$ cat config.mk
export PLATFORM = sky130hd
export DESIGN_NAME = instruction_fetch
export DESIGN_NICKNAME = d
export VERILOG_FILES = /design/src/rtl/musa_pkg.sv /design/src/rtl/return_stack.sv /design/src/rtl/instruction_fetch.sv
export SDC_FILE = /design/constraint.sdc
export NUM_CORES = 1
export LEC_CHECK = 0
export BUFFER_PORTS_ARGS = -buffer_cell sky130_fd_sc_hd__buf_2
export CAP_MARGIN = 20
export CORE_ASPECT_RATIO = 2
export CORE_MARGIN = 2
export CORE_UTILIZATION = 53
export CTS_CLUSTER_DIAMETER = 40
export CTS_CLUSTER_SIZE = 20
export DETAILED_ROUTE_END_ITERATION = 10
export GPL_TIMING_DRIVEN = 1
export PLACE_DENSITY = 0.83
export SKIP_CTS_REPAIR_TIMING = 1
export SLEW_MARGIN = 15
export SYNTH_ARGS = -nofsm -noshare
export SYNTH_HDL_FRONTEND = slang
export SYNTH_SLANG_ARGS = --single-unit
$ cat constraint.sdc
create_clock -name clk -period 3.8 [get_ports clk]
set_input_delay 0.76 -clock clk [delete_from_list [all_inputs] [get_ports clk]]
set_output_delay 0.76 -clock clk [all_outputs]
set_load 0.01 [all_outputs]
$ cat src/rtl/musa_pkg.sv
// Shared MUSA pipeline definitions: next-PC select codes, fetch FSM states and
// the bubble instruction word.
package musa_pkg;

    localparam int unsigned XLEN     = 32;
    localparam int unsigned PC_SRC_W = 3;

    localparam logic [XLEN-1:0] NOP_WORD = 32'h0000_0000;

    typedef enum logic [PC_SRC_W-1:0] {
        PC_SEQ    = 3'd0,
        PC_BRANCH = 3'd1,
        PC_JUMP   = 3'd2,
        PC_JREG   = 3'd3,
        PC_RET    = 3'd4
    } pc_src_e;

    typedef enum logic [1:0] {
        ST_REQ   = 2'd0,
        ST_HOLD  = 2'd1,
        ST_DRAIN = 2'd2
    } fetch_state_e;

    // Instruction fetches are always word aligned.
    function automatic logic [XLEN-1:0] word_align(input logic [XLEN-1:0] addr);
        return addr & 32'hFFFF_FFFC;
    endfunction

endpackage

$ cat src/rtl/return_stack.sv
// Call/return address LIFO with saturating depth and sticky overflow/underflow
// flags. An empty stack reports EMPTY_VAL as its top.
module return_stack #(
    parameter int unsigned           DEPTH     = 8,
    parameter int unsigned           WIDTH     = 32,
    parameter logic [WIDTH-1:0]      EMPTY_VAL = '0
) (
    input  logic             clk,
    input  logic             rst,
    input  logic             push,
    input  logic             pop,
    input  logic [WIDTH-1:0] din,
    output logic [WIDTH-1:0] top,
    output logic             overflow,
    output logic             underflow
);

    localparam int unsigned PTR_W = $clog2(DEPTH);
    localparam int unsigned CNT_W = PTR_W + 1;

    logic [WIDTH-1:0] mem [DEPTH];
    logic [CNT_W-1:0] count;
    logic             empty_c;
    logic             full_c;
    logic [PTR_W-1:0] top_idx_c;

    assign empty_c   = (count == '0);
    assign full_c    = (count == CNT_W'(DEPTH));
    assign top_idx_c = PTR_W'(count - CNT_W'(1));
    assign top       = empty_c ? EMPTY_VAL : mem[top_idx_c];

    // Depth and sticky error flags.
    always_ff @(posedge clk) begin
        if (!rst) begin
            count     <= '0;
            overflow  <= 1'b0;
            underflow <= 1'b0;
        end else if (push && pop) begin
            if (empty_c) begin
                count     <= CNT_W'(1);
                underflow <= 1'b1;
            end
        end else if (push) begin
            if (full_c) begin
                overflow <= 1'b1;
            end else begin
                count <= CNT_W'(count + CNT_W'(1));
            end
        end else if (pop) begin
            if (empty_c) begin
                underflow <= 1'b1;
            end else begin
                count <= CNT_W'(count - CNT_W'(1));
            end
        end
    end

    // Push+pop overwrites the top in place; a push to a full stack is dropped.
    always_ff @(posedge clk) begin
        if (rst && push) begin
            if (pop && !empty_c) begin
                mem[top_idx_c] <= din;
            end else if (!full_c) begin
                mem[PTR_W'(count)] <= din;
            end
        end
    end

endmodule

$ cat src/rtl/instruction_fetch.sv
// MUSA instruction-fetch stage: PC, request/ready fetch FSM, IF/ID register,
// next-PC redirect handling and the return-address stack.
module instruction_fetch
    import musa_pkg::*;
#(
    parameter logic [31:0] RESET_PC    = 32'h0000_0000,
    parameter logic [31:0] NOP_WORD    = musa_pkg::NOP_WORD,
    parameter int unsigned STACK_DEPTH = 8
) (
    input  logic            clk,
    input  logic            rst,
    input  logic            pc_write,
    input  logic [2:0]      pc_src,
    input  logic [31:0]     branch_target,
    input  logic [31:0]     jump_target,
    input  logic [31:0]     reg_target,
    input  logic            push,
    input  logic            pop,
    output logic            imem_req,
    output logic [31:0]     imem_addr,
    input  logic            imem_ready,
    input  logic [31:0]     imem_rdata,
    output logic [31:0]     instruction,
    output logic [31:0]     pc_plus4,
    output logic            instr_valid,
    output logic            stack_overflow,
    output logic            stack_underflow
);

    fetch_state_e    state;
    logic [XLEN-1:0] pc;
    logic [XLEN-1:0] hold_word;
    logic [XLEN-1:0] stack_top;
    logic [XLEN-1:0] raw_target_c;
    logic [XLEN-1:0] target_c;
    logic [XLEN-1:0] pc_inc_c;
    logic            redirect_c;
    logic            fire_c;

    return_stack #(
        .DEPTH     (STACK_DEPTH),
        .WIDTH     (XLEN),
        .EMPTY_VAL (RESET_PC)
    ) u_ras (
        .clk       (clk),
        .rst       (rst),
        .push      (push && pc_write),
        .pop       (pop && pc_write),
        .din       (pc_plus4),
        .top       (stack_top),
        .overflow  (stack_overflow),
        .underflow (stack_underflow)
    );

    // Next-PC selection; decode requests are only honoured when not stalling.
    always_comb begin
        redirect_c   = 1'b0;
        raw_target_c = pc;
        if (pc_write) begin
            case (pc_src)
                PC_BRANCH: begin redirect_c = 1'b1; raw_target_c = branch_target; end
                PC_JUMP:   begin redirect_c = 1'b1; raw_target_c = jump_target;   end
                PC_JREG:   begin redirect_c = 1'b1; raw_target_c = reg_target;    end
                PC_RET:    begin redirect_c = 1'b1; raw_target_c = stack_top;     end
                default:   ;
            endcase
        end
        target_c = word_align(raw_target_c);
        fire_c   = imem_req && imem_ready;
        pc_inc_c = XLEN'(pc + 32'd4);
    end

    always_ff @(posedge clk) begin
        if (!rst) begin
            state       <= ST_REQ;
            pc          <= RESET_PC;
            imem_req    <= 1'b0;
            imem_addr   <= RESET_PC;
            hold_word   <= '0;
            instruction <= NOP_WORD;
            pc_plus4    <= '0;
            instr_valid <= 1'b0;
        end else begin
            // Any redirect squashes IF/ID; the fetch side is handled per state.
            if (redirect_c) begin
                instruction <= NOP_WORD;
                pc_plus4    <= '0;
                instr_valid <= 1'b0;
                pc          <= target_c;
            end

            case (state)
                ST_REQ: begin
                    if (!imem_req) begin
                        imem_req  <= 1'b1;
                        imem_addr <= redirect_c ? target_c : pc;
                    end else if (redirect_c) begin
                        if (fire_c) begin
                            imem_addr <= target_c;
                        end else begin
                            state <= ST_DRAIN;
                        end
                    end else if (fire_c) begin
                        if (pc_write) begin
                            instruction <= imem_rdata;
                            pc_plus4    <= pc_inc_c;
                            instr_valid <= 1'b1;
                            pc          <= pc_inc_c;
                            imem_addr   <= pc_inc_c;
                        end else begin
                            hold_word <= imem_rdata;
                            imem_req  <= 1'b0;
                            state     <= ST_HOLD;
                        end
                    end
                end

                ST_HOLD: begin
                    if (redirect_c) begin
                        imem_req  <= 1'b1;
                        imem_addr <= target_c;
                        state     <= ST_REQ;
                    end else if (pc_write) begin
                        instruction <= hold_word;
                        pc_plus4    <= pc_inc_c;
                        instr_valid <= 1'b1;
                        pc          <= pc_inc_c;
                        imem_req    <= 1'b1;
                        imem_addr   <= pc_inc_c;
                        state       <= ST_REQ;
                    end
                end

                // Address stays on the stale request until its response retires.
                ST_DRAIN: begin
                    if (fire_c) begin
                        imem_addr <= redirect_c ? target_c : pc;
                        state     <= ST_REQ;
                    end
                end

                default: begin
                    state <= ST_REQ;
                end
            endcase
        end
    end

endmodule
* Yosys cells after proc, flatten, opt, wreduce, memory -nomap -nowiden *
Memories as Yosys holds them, arrays and structs flattened.
Index checks and enable logic that the tools add are counted.

word-level totals
  flip-flop bits (word level) = 170
  output and inout port bits = 100
  logic and storage cells = 136
  RAM bits = 256
  memory bits (read-only) = 0
  memories = 1
  bits in latches = 0

memory list
  name       depth  width  rd ports  clocked after Yosys merged registers in  wr ports  RTL line            text
  u_ras.mem  8      32     1         0                                        1         return_stack.sv:21  logic [WIDTH-1:0] mem [DEPTH];

operators by class
  multiply operators = 0
  eq/ne operators = 18
  div/mod/pow operators = 0
  magnitude comparators = 0
  reductions and logical operators = 22
  multiplexer cells = 78
  add/sub/neg operators = 3
  shifts and indexed selects = 0
  bitwise gates (word level) = 3

operators with widths
  cell                                                             number
  32-bit two-way mux                                               29
  32-bit one-hot mux with 2 select lines                           3
  32-bit one-hot mux with 4 select lines                           1
  32-bit one-hot mux with 3 select lines                           1
  32-bit by 3-bit adder with 32-bit output, second input constant  1
  32-bit OR reduction                                              1
  1-bit two-way mux                                                26
  4-bit two-way mux                                                6
  3-bit inequality test, second input constant                     6
  2-bit two-way mux                                                8
  3-bit by 2-bit == test with 1-bit output, second input constant  2
  1-bit logical AND                                                6
  2-bit inequality test, second input constant                     3
  2-bit one-hot mux with 3 select lines                            1
  3-bit AND reduction                                              2
  6-bit AND reduction                                              1
  3-bit nonzero test                                               2
  5-bit AND reduction                                              1
  4-bit by 1-bit adder with 4-bit output, second input constant    1
  4-bit == test, second input constant                             1
  4-bit zero test                                                  1
  1-bit one-hot mux with 2 select lines                            2
  2-bit AND reduction                                              2
  4-bit AND reduction                                              1
  13 further kinds                                                 16

* Depth between registers and ports, before layout *
Gate-level depths: netlist (run 1).
An unclocked memory read counts as a cell.

  depth after elaboration = 11
  mapped depth = 13
  gate-level depth less buffers = 8

* By module *
Synthesis (run 1) repeated with hierarchy kept, for this count alone.

unflattened totals
  cells, all modules = 1,800
  area, all modules = 19,939.1 µm²

modules (own cells, without submodules)
  module             seq. area each (µm²)  area an instance (µm²)  cells each  times used
  return_stack       7,807.5               10,375.0                543         1
  instruction_fetch  3,283.1               9,564.2                 1,257       1

* Worst setup path before layout (run 1) *
Ideal clock, no wire load.

  path type = reg-to-reg
  start = register u_ras.count[0]
  end = memory u_ras.mem[1][10] (enable)
  period minus slack after synthesis = 4.061 ns
  path slack = -0.261 ns
  path buffers = 6
  data arrival time = 3.644 ns
  setup time = 0.417 ns
  cell stages (with the launch flop) = 12
  cells stage by stage = dfxtp_1 -> buf_2 -> buf_4 -> buf_2 -> clkinv_1 -> ha_1 -> buf_2 -> buf_2 -> buf_2 -> nor2b_1 -> o22ai_1 -> nor2_1

between the ends
  word-level cells in the longest chain between the ends = 8
  elaborated cells between the ends (all ways) = 15
  classes of those cells = add/sub (1); eq/ne (1); mux (9); reduce/logical (4)

ends and longest elaborated chain
  item                                                                            RTL line            text
  start: declaration                                                              return_stack.sv:22  logic [CNT_W-1:0] count;
  start signal: assignment                                                        return_stack.sv:47  count <= CNT_W'(count + CNT_W'(1));
  start signal: assignment                                                        return_stack.sv:53  count <= CNT_W'(count - CNT_W'(1));
  4-bit zero test                                                                 return_stack.sv:27  assign empty_c = (count == '0);
  1-bit zero test                                                                 return_stack.sv:61  if (pop && !empty_c) begin
  1-bit logical AND                                                               return_stack.sv:61
  1-bit two-way mux                                                               return_stack.sv:61
  1-bit two-way mux                                                               return_stack.sv:60  if (rst && push) begin
  1-bit two-way mux (not written as such)                                         return_stack.sv:64  mem[PTR_W'(count)] <= din;
  32-bit OR reduction (no source line)                                            -
  3-bit two-way mux (no source line) / 1-bit two-way mux (equally long branches)  -
  end: declaration                                                                return_stack.sv:21

Several ways; a longest one is shown, not always the timed one.

* Worst setup path in the final report (run 1) *
  start = register u_ras.count[1]
  end = register imem_addr[26]

between the ends
  word-level cells in the longest chain between the ends = 9
  elaborated cells between the ends (all ways) = 13
  classes of those cells = add/sub (1); mux (10); reduce/logical (1); memory (1)

ends and longest elaborated chain
  item                                         RTL line                  text
  4-bit by 1-bit subtractor with 4-bit output  return_stack.sv:29        assign top_idx_c = PTR_W'(count - CNT_W'(1));
  memory 8 x 32 bit                            -
  32-bit two-way mux (*)                       return_stack.sv:30        assign top = empty_c ? EMPTY_VAL : mem[top_idx_c];
  32-bit one-hot mux with 4 select lines (*)   instruction_fetch.sv:60   case (pc_src)
  32-bit two-way mux (*)                       instruction_fetch.sv:59   if (pc_write) begin
  32-bit two-way mux                           instruction_fetch.sv:98   if (fire_c) begin
  32-bit two-way mux                           instruction_fetch.sv:97   end else if (redirect_c) begin
  32-bit two-way mux                           instruction_fetch.sv:94   if (!imem_req) begin
  32-bit one-hot mux with 3 select lines (*)   instruction_fetch.sv:92   case (state)
  end signal: assignment                       instruction_fetch.sv:96   imem_addr <= redirect_c ? target_c : pc;
  end signal: assignment                       instruction_fetch.sv:99   imem_addr <= target_c;
  end signal: assignment                       instruction_fetch.sv:109  imem_addr <= pc_inc_c;
  end: declaration                             instruction_fetch.sv:20   output logic [31:0] imem_addr,

Mark *: on every way between the ends. The rest lies on a longest branch, timed or not. The select of a mux whose other input is x is not followed.
A chain may end at the register's enable or synchronous reset.

==> flow_summary.ini, run 1 <==
[timing]
drv_slew = 0
setup_violations = 0
finClkSkew_ns = 0.0188
rsz0062_at_grt = false
maxSlewHeadroom_pct = 21.2
min_period_ns = 3.20
worst_pin_slew_ns = 1.18
finalSetupTns_ns = 0
fmax_mhz = 313
hold_violations = 0
setup_slack_ns = 0.601
fin_crit_sh_pct = 84.2
holdWs_ns = 0.434

[floorplan]
dieArea_um2 = 40300
die_w_um = 143
start_util_pct = 53.9
ios = 237
fp.coreArea_um2 = 38000
floorplan.rows = 101
dieHeight_um = 282

[setup_path]
path_class = reg2reg
critPathMaxStageDelay_ns = 0.74
crit_slowest_cell = ha_2
r2r_start = u_ras.count[1]
required_ns = 4.22
r2r_setup_slack_ns = 0.60
crit_start = u_ras.count[1]
crit_arrival_ns = 3.62
worstSetupEndpointType = register
setup.worst_path.start_class = register
rr_worst_depth = 9
cp_cell_sequence = inv_1 -> ha_2 -> buf_4 -> nor2b_1 -> a2111oi_0 -> a311oi_1 -> a211o_1 -> a221oi_1 -> a211oi_1
crit_path_end = imem_addr[26]
regToRegEndpoint = imem_addr[26]
critical_path_peak_fanout = 23

[pwr]
p_seq_share_pct = 38.6
p_clk_share_pct = 26.5
ir_drop_v = 0.000462
switching_share_pct = 38.4
leakagePower_nw = 8.63
p_comb_share_pct = 35.0
internal_power_mw = 9.11
power_density_nw_per_um2 = 624
p_switching_mw = 5.68

[synth]
seq_area_frac_synth_pct = 51.8
synth_edf_count = 240
syn-cell-area_um2 = 20500
ys_ff_latch = 410
synth_flop_cell = edfxtp_1
synth_cell_types = 91
synthCells = 1904
avgSynthCellArea_um2 = 10.8
yosysWarnings = 0
syn_nets = 2049
async_flop_share_pct = 0

[grt]
grt_usage_pct = 35.2
grt_pass1_vias = 17500
grt_max_degree = 67
grt_overflow = 0
antenna_found_initial = 2
grt_pass1_wl_um = 106000

[cts]
clockRootBuffer = clkbuf_16
clockBufferDepth = 3
clk_latency_ns = 0.55
cts_buffers = 36
clk_pin_slew_worst_paths_ns = 0.08
cts.sinks = 410
htreeDepth = 2
cts_tree = done

[drt]
drtIter0Drc = 1900
ant_nets = 0
wl_met3_um = 5500
routed_wl_um = 71700
wl_met2_um = 36100
met1Wirelength_um = 23900
drt-wirelength-per-cell_um = 27.0
via_count = 17800
drc = 0
dr.pass1.iters = 5
viasPerCell = 6.70
top_layer_used = met4

[outcome]
outcome = complete, no violations

[cells_and_area]
fill_cells = 2994
drive_gt1_share_pct = 25.3
final_common_cell = edfxtp_1
multi_input_area_um2 = 9010
syn_to_final_growth_pct = 15.6
finalNetCount = 2258
mostFrequentLayoutCells = edfxtp_1 (240), buf_2 (229), nand2_1 (174)
layout.area.seq_um2 = 10600

[placement]
io_buffers = 230
post-place-ws_ns = 0.576
hpwl_um = 50600
gp_congestion = 1.06

[flow_run]
cap_violations = 0

[hold_path]
hold_class = in2reg
## power groups by stage
stage	logic, mW	clock network (mW)	registers [mW]
after global routing	5.44	4.07	5.75
after CTS	5.04	3.93	5.68
after global placement	4.93	0	5.74
final	5.17	3.91	5.70
after detailed placement	5.02	0	5.78
after floorplan	3.11	0	5.61
## layer usage
| layer | vias to the layer above | global-route usage, % |
|---|---|---|
| met5 | - | 0 |
| met4 | 0 | 25.9 |
| met3 | 303 | 5.25 |
| met2 | 1143 | 60.8 |
| met1 | 8608 | 38.8 |
| li1 | 7758 | - |
## sequential cells by signal (all words and copies together), names as in the netlist
register,flops
u_ras.overflow,1
pc,32
state,2
u_ras.count,4
u_ras.mem,240
hold_word,32
pc_plus4,32
instr_valid,1
u_ras.underflow,1
imem_addr,32
instruction,32
imem_req,1
## worst min path at each step
stage | cells after the start | slack, ns | start | endpoint
after detailed placement | 2 | 0.44 | hold_word[31] | hold_word[31]
final | 3 | 0.43 | imem_rdata[20] | instruction[20]
after floorplan | 2 | 0.42 | hold_word[20] | instruction[20]
after global routing | 3 | 0.45 | imem_rdata[26] | instruction[26]
after global placement | 2 | 0.43 | hold_word[26] | instruction[26]
after CTS | 3 | 0.43 | imem_rdata[20] | instruction[20]
## worst max-delay path: cells and delay by family, from the launching register on
kind	cells	cell delay, ns
buffers and inverters	2	0.47
adder cells (fa/ha/maj)	1	0.74
flip-flops	1	0.49
AO/OA/AOI/OAI	5	1.28
AND/OR/NAND/NOR	1	0.08
## cell usage after synthesis, types with 15 or more instances
master | number | area, um^2
nand4_1 | 15 | 93.8
dfxtp_1 | 170 | 3400
o21ai_0 | 88 | 440
nor3_1 | 34 | 170
buf_2 | 32 | 160
xnor2_1 | 24 | 210
clkbuf_1 | 113 | 424
nand3_1 | 45 | 225
nand2_1 | 174 | 653
mux2i_1 | 49 | 490
inv_1 | 18 | 67.6
o221ai_1 | 31 | 272
o21a_1 | 16 | 120
mux2_2 | 31 | 349
a31oi_1 | 27 | 169
o22ai_1 | 37 | 231
nor2_1 | 133 | 499
o211ai_1 | 21 | 158
a21oi_1 | 169 | 846
mux4_2 | 54 | 1220
and3_1 | 44 | 275
a22oi_1 | 83 | 623
edfxtp_1 | 240 | 7210
## stage by stage
stage | utilization, % | area [um^2] | power (mW) | cells
CTS | 62.2 | 23700 | 14.7 | 2656
floorplan | - | 20500 | 8.72 | 1904
global route | 62.3 | 23700 | 15.3 | 2658
detailed placement | 58.9 | 22400 | 10.8 | 2590
global placement | 58.9 | 22400 | 10.7 | 2590
finish | 62.3 | 23700 | 14.8 | 2659
## logic make-up after synthesis
group | after synthesis | share of synthesized area [%]
mux | 134 | 10.0
buf+inv | 194 | 4.41
compound gates | 602 | 19.5
flops | 410 | 51.8
simple gates | 521 | 12.2
xor+xnor | 35 | 1.59
fa+ha+maj | 8 | 0.489
## area by class of cell
type | instances | area share [%]
multi-input combinational | 1300 | 38.1
sequential | 410 | 44.8
tap | 515 | 2.72
clock inverter | 22 | 1.10
antenna | 3 | 0.0317
clock buffer | 44 | 4.20
inverter | 22 | 0.349
timing repair buffer | 343 | 8.72
(Power assumes the default switching activity.)
==> inputs of run 2 (changes only) <==
==> constraint.sdc (replaced) <==
create_clock -name clk -period 2.6 [get_ports clk]
set_input_delay 0.52 -clock clk [delete_from_list [all_inputs] [get_ports clk]]
set_output_delay 0.52 -clock clk [all_outputs]
set_load 0.01 [all_outputs]
==> flow_summary.ini, run 2 (same netlist as run 1, synthesis figures left out) <==
[setup_path]
crit_path_end = imem_addr[8]
crit_arrival_ns = 3.01
path_class = reg2reg
r2r_setup_slack_ns = 0.06
worstSetupEndpointType = register
crit_start = u_ras.count[0]
critical_path_peak_fanout = 11
setup.worst_path.start_class = register
required_ns = 3.08
regToRegEndpoint = imem_addr[8]
r2r_start = u_ras.count[0]
rr_worst_depth = 9

[floorplan]
dieHeight_um = 282
die_w_um = 143
fp.coreArea_um2 = 38000
floorplan.rows = 101
ios = 237
start_util_pct = 53.9
dieArea_um2 = 40300

[timing]
fin_crit_sh_pct = 97.6
setup_slack_ns = 0.0617
hold_violations = 0
setup_violations = 0
min_period_ns = 2.54
maxSlewHeadroom_pct = 52.9
finClkSkew_ns = 0.0259
fmax_mhz = 394
drv_slew = 0
worst_pin_slew_ns = 0.704

[cells_and_area]
layout.area.seq_um2 = 10600
drive_gt1_share_pct = 31.0
largest_reg_flops = 240
syn_to_final_growth_pct = 23.5
instances_no_fill = 2808
multi_input_area_um2 = 9180
finalNetCount = 2409
regMostFlops = u_ras.mem
design_area_um2 = 25300
final_common_cell = edfxtp_1
fill_cells = 2874
mostFrequentLayoutCells = edfxtp_1 (240), buf_4 (232), buf_2 (229)

[drt]
drc = 0
dr.pass1.iters = 6
drt-wirelength-per-cell_um = 26.7
drtIter0Drc = 1634
ant_nets = 0
via_count = 18500
viasPerCell = 6.59
routed_wl_um = 74900

[placement]
io_buffers = 230
post-place-ws_ns = -0.0315
gp_congestion = 1.04
hpwl_um = 55200
dp.cells = 2738
postPlaceCellArea_um2 = 24000

[hold_path]
hold_class = in2reg
min-delay-start = imem_rdata[22]

[grt]
grt_overflow = 0
antenna_found_initial = 0
grt_pass1_wl_um = 110000
grt_max_degree = 63
grt_usage_pct = 36.7
grt_pass1_vias = 18400

[cts]
cts_buffers = 36
clk_pin_slew_worst_paths_ns = 0.07
cts_tree = done
clockBufferDepth = 3
htreeDepth = 2
clockRootBuffer = clkbuf_16
clk_latency_ns = 0.56
cts.sinks = 410

[flow_run]
cap_violations = 0

[pwr]
ir_drop_v = 0.000662
power_density_nw_per_um2 = 887
leakagePower_nw = 9.48

[outcome]
outcome = complete, no violations
[run 2: cell types whose count changed in the layout (fill, tap and decap cells not counted), moves of 4 or more]
| cell | previous run | this run |
|---|---|---|
| o221ai_2 | 0 | 4 |
| inv_8 | 3 | 7 |
| nor2_2 | 12 | 5 |
| inv_12 | 4 | 0 |
| clkinv_8 | 3 | 7 |
| inv_6 | 7 | 1 |
| buf_12 | 5 | 31 |
| nor2_4 | 0 | 8 |
| o221ai_1 | 31 | 27 |
| buf_4 | 109 | 232 |
[run 2: cell type report]
class,count,share of cell area (%)
Antenna cell,1,0.00989
Clock buffer,46,3.80
Clock inverter,20,0.984
Inverter,22,0.376
Multi-Input combinational cell,1300,36.3
Sequential cell,410,41.9
Tap cell,515,2.55
Timing Repair Buffer,494,14.1
[run 2: worst min-delay path by stage]
stage	to	cells after the start
final	instruction[22]	3
after global placement	instruction[20]	2
after detailed placement	hold_word[9]	2
after floorplan	instruction[20]	2
after global routing	hold_word[0]	3
after CTS	instruction[22]	3
[run 2: routing by layer]
| metal | vias up | share of wire [%] | track usage, % |
|---|---|---|---|
| met3 | 339 | 7.1 | 4.79 |
| met4 | 0 | 9.5 | 27.7 |
| li1 | 8072 | - | - |
| met2 | 1132 | 51 | 65.2 |
| met1 | 8957 | 33 | 39.0 |
| met5 | - | 0 | 0 |
[run 2: worst max-delay path: stages (launching register included)]
cell,delay (ns)
dfxtp_4,0.43
clkinv_8,0.08
ha_4,0.38
buf_4,0.21
mux2i_1,0.10
mux4_2,0.49
o221ai_2,0.35
nand2_1,0.13
o22ai_1,0.15
o2bb2ai_1,0.14
[run 2: through the flow]
| stage | power [mW] | setup TNS (ns) | utilization (%) | hold slack [ns] |
|---|---|---|---|---|
| 5_1_grt | 23.2 | -0.00128 | 66.5 | 0.209 |
| 3_5_place_dp | 16.7 | -0.0315 | 63.1 | 0.445 |
| 3_3_place_gp | 16.6 | 0 | 63.1 | 0.434 |
| 4_1_cts | 22.2 | -0.0167 | 66.2 | 0.189 |
| 2_1_floorplan | 12.9 | -12.79 | - | 0.415 |
| 6_report | 22.5 | 0 | 66.5 | 0.206 |
[run 2: power by group]
group,internal (mW),switching (mW),leakage [nW]
combinational,3.49,5.27,5.31
clock,2.86,2.65,0.585
sequential,7.61,0.566,3.59
total,14.0,8.49,9.48
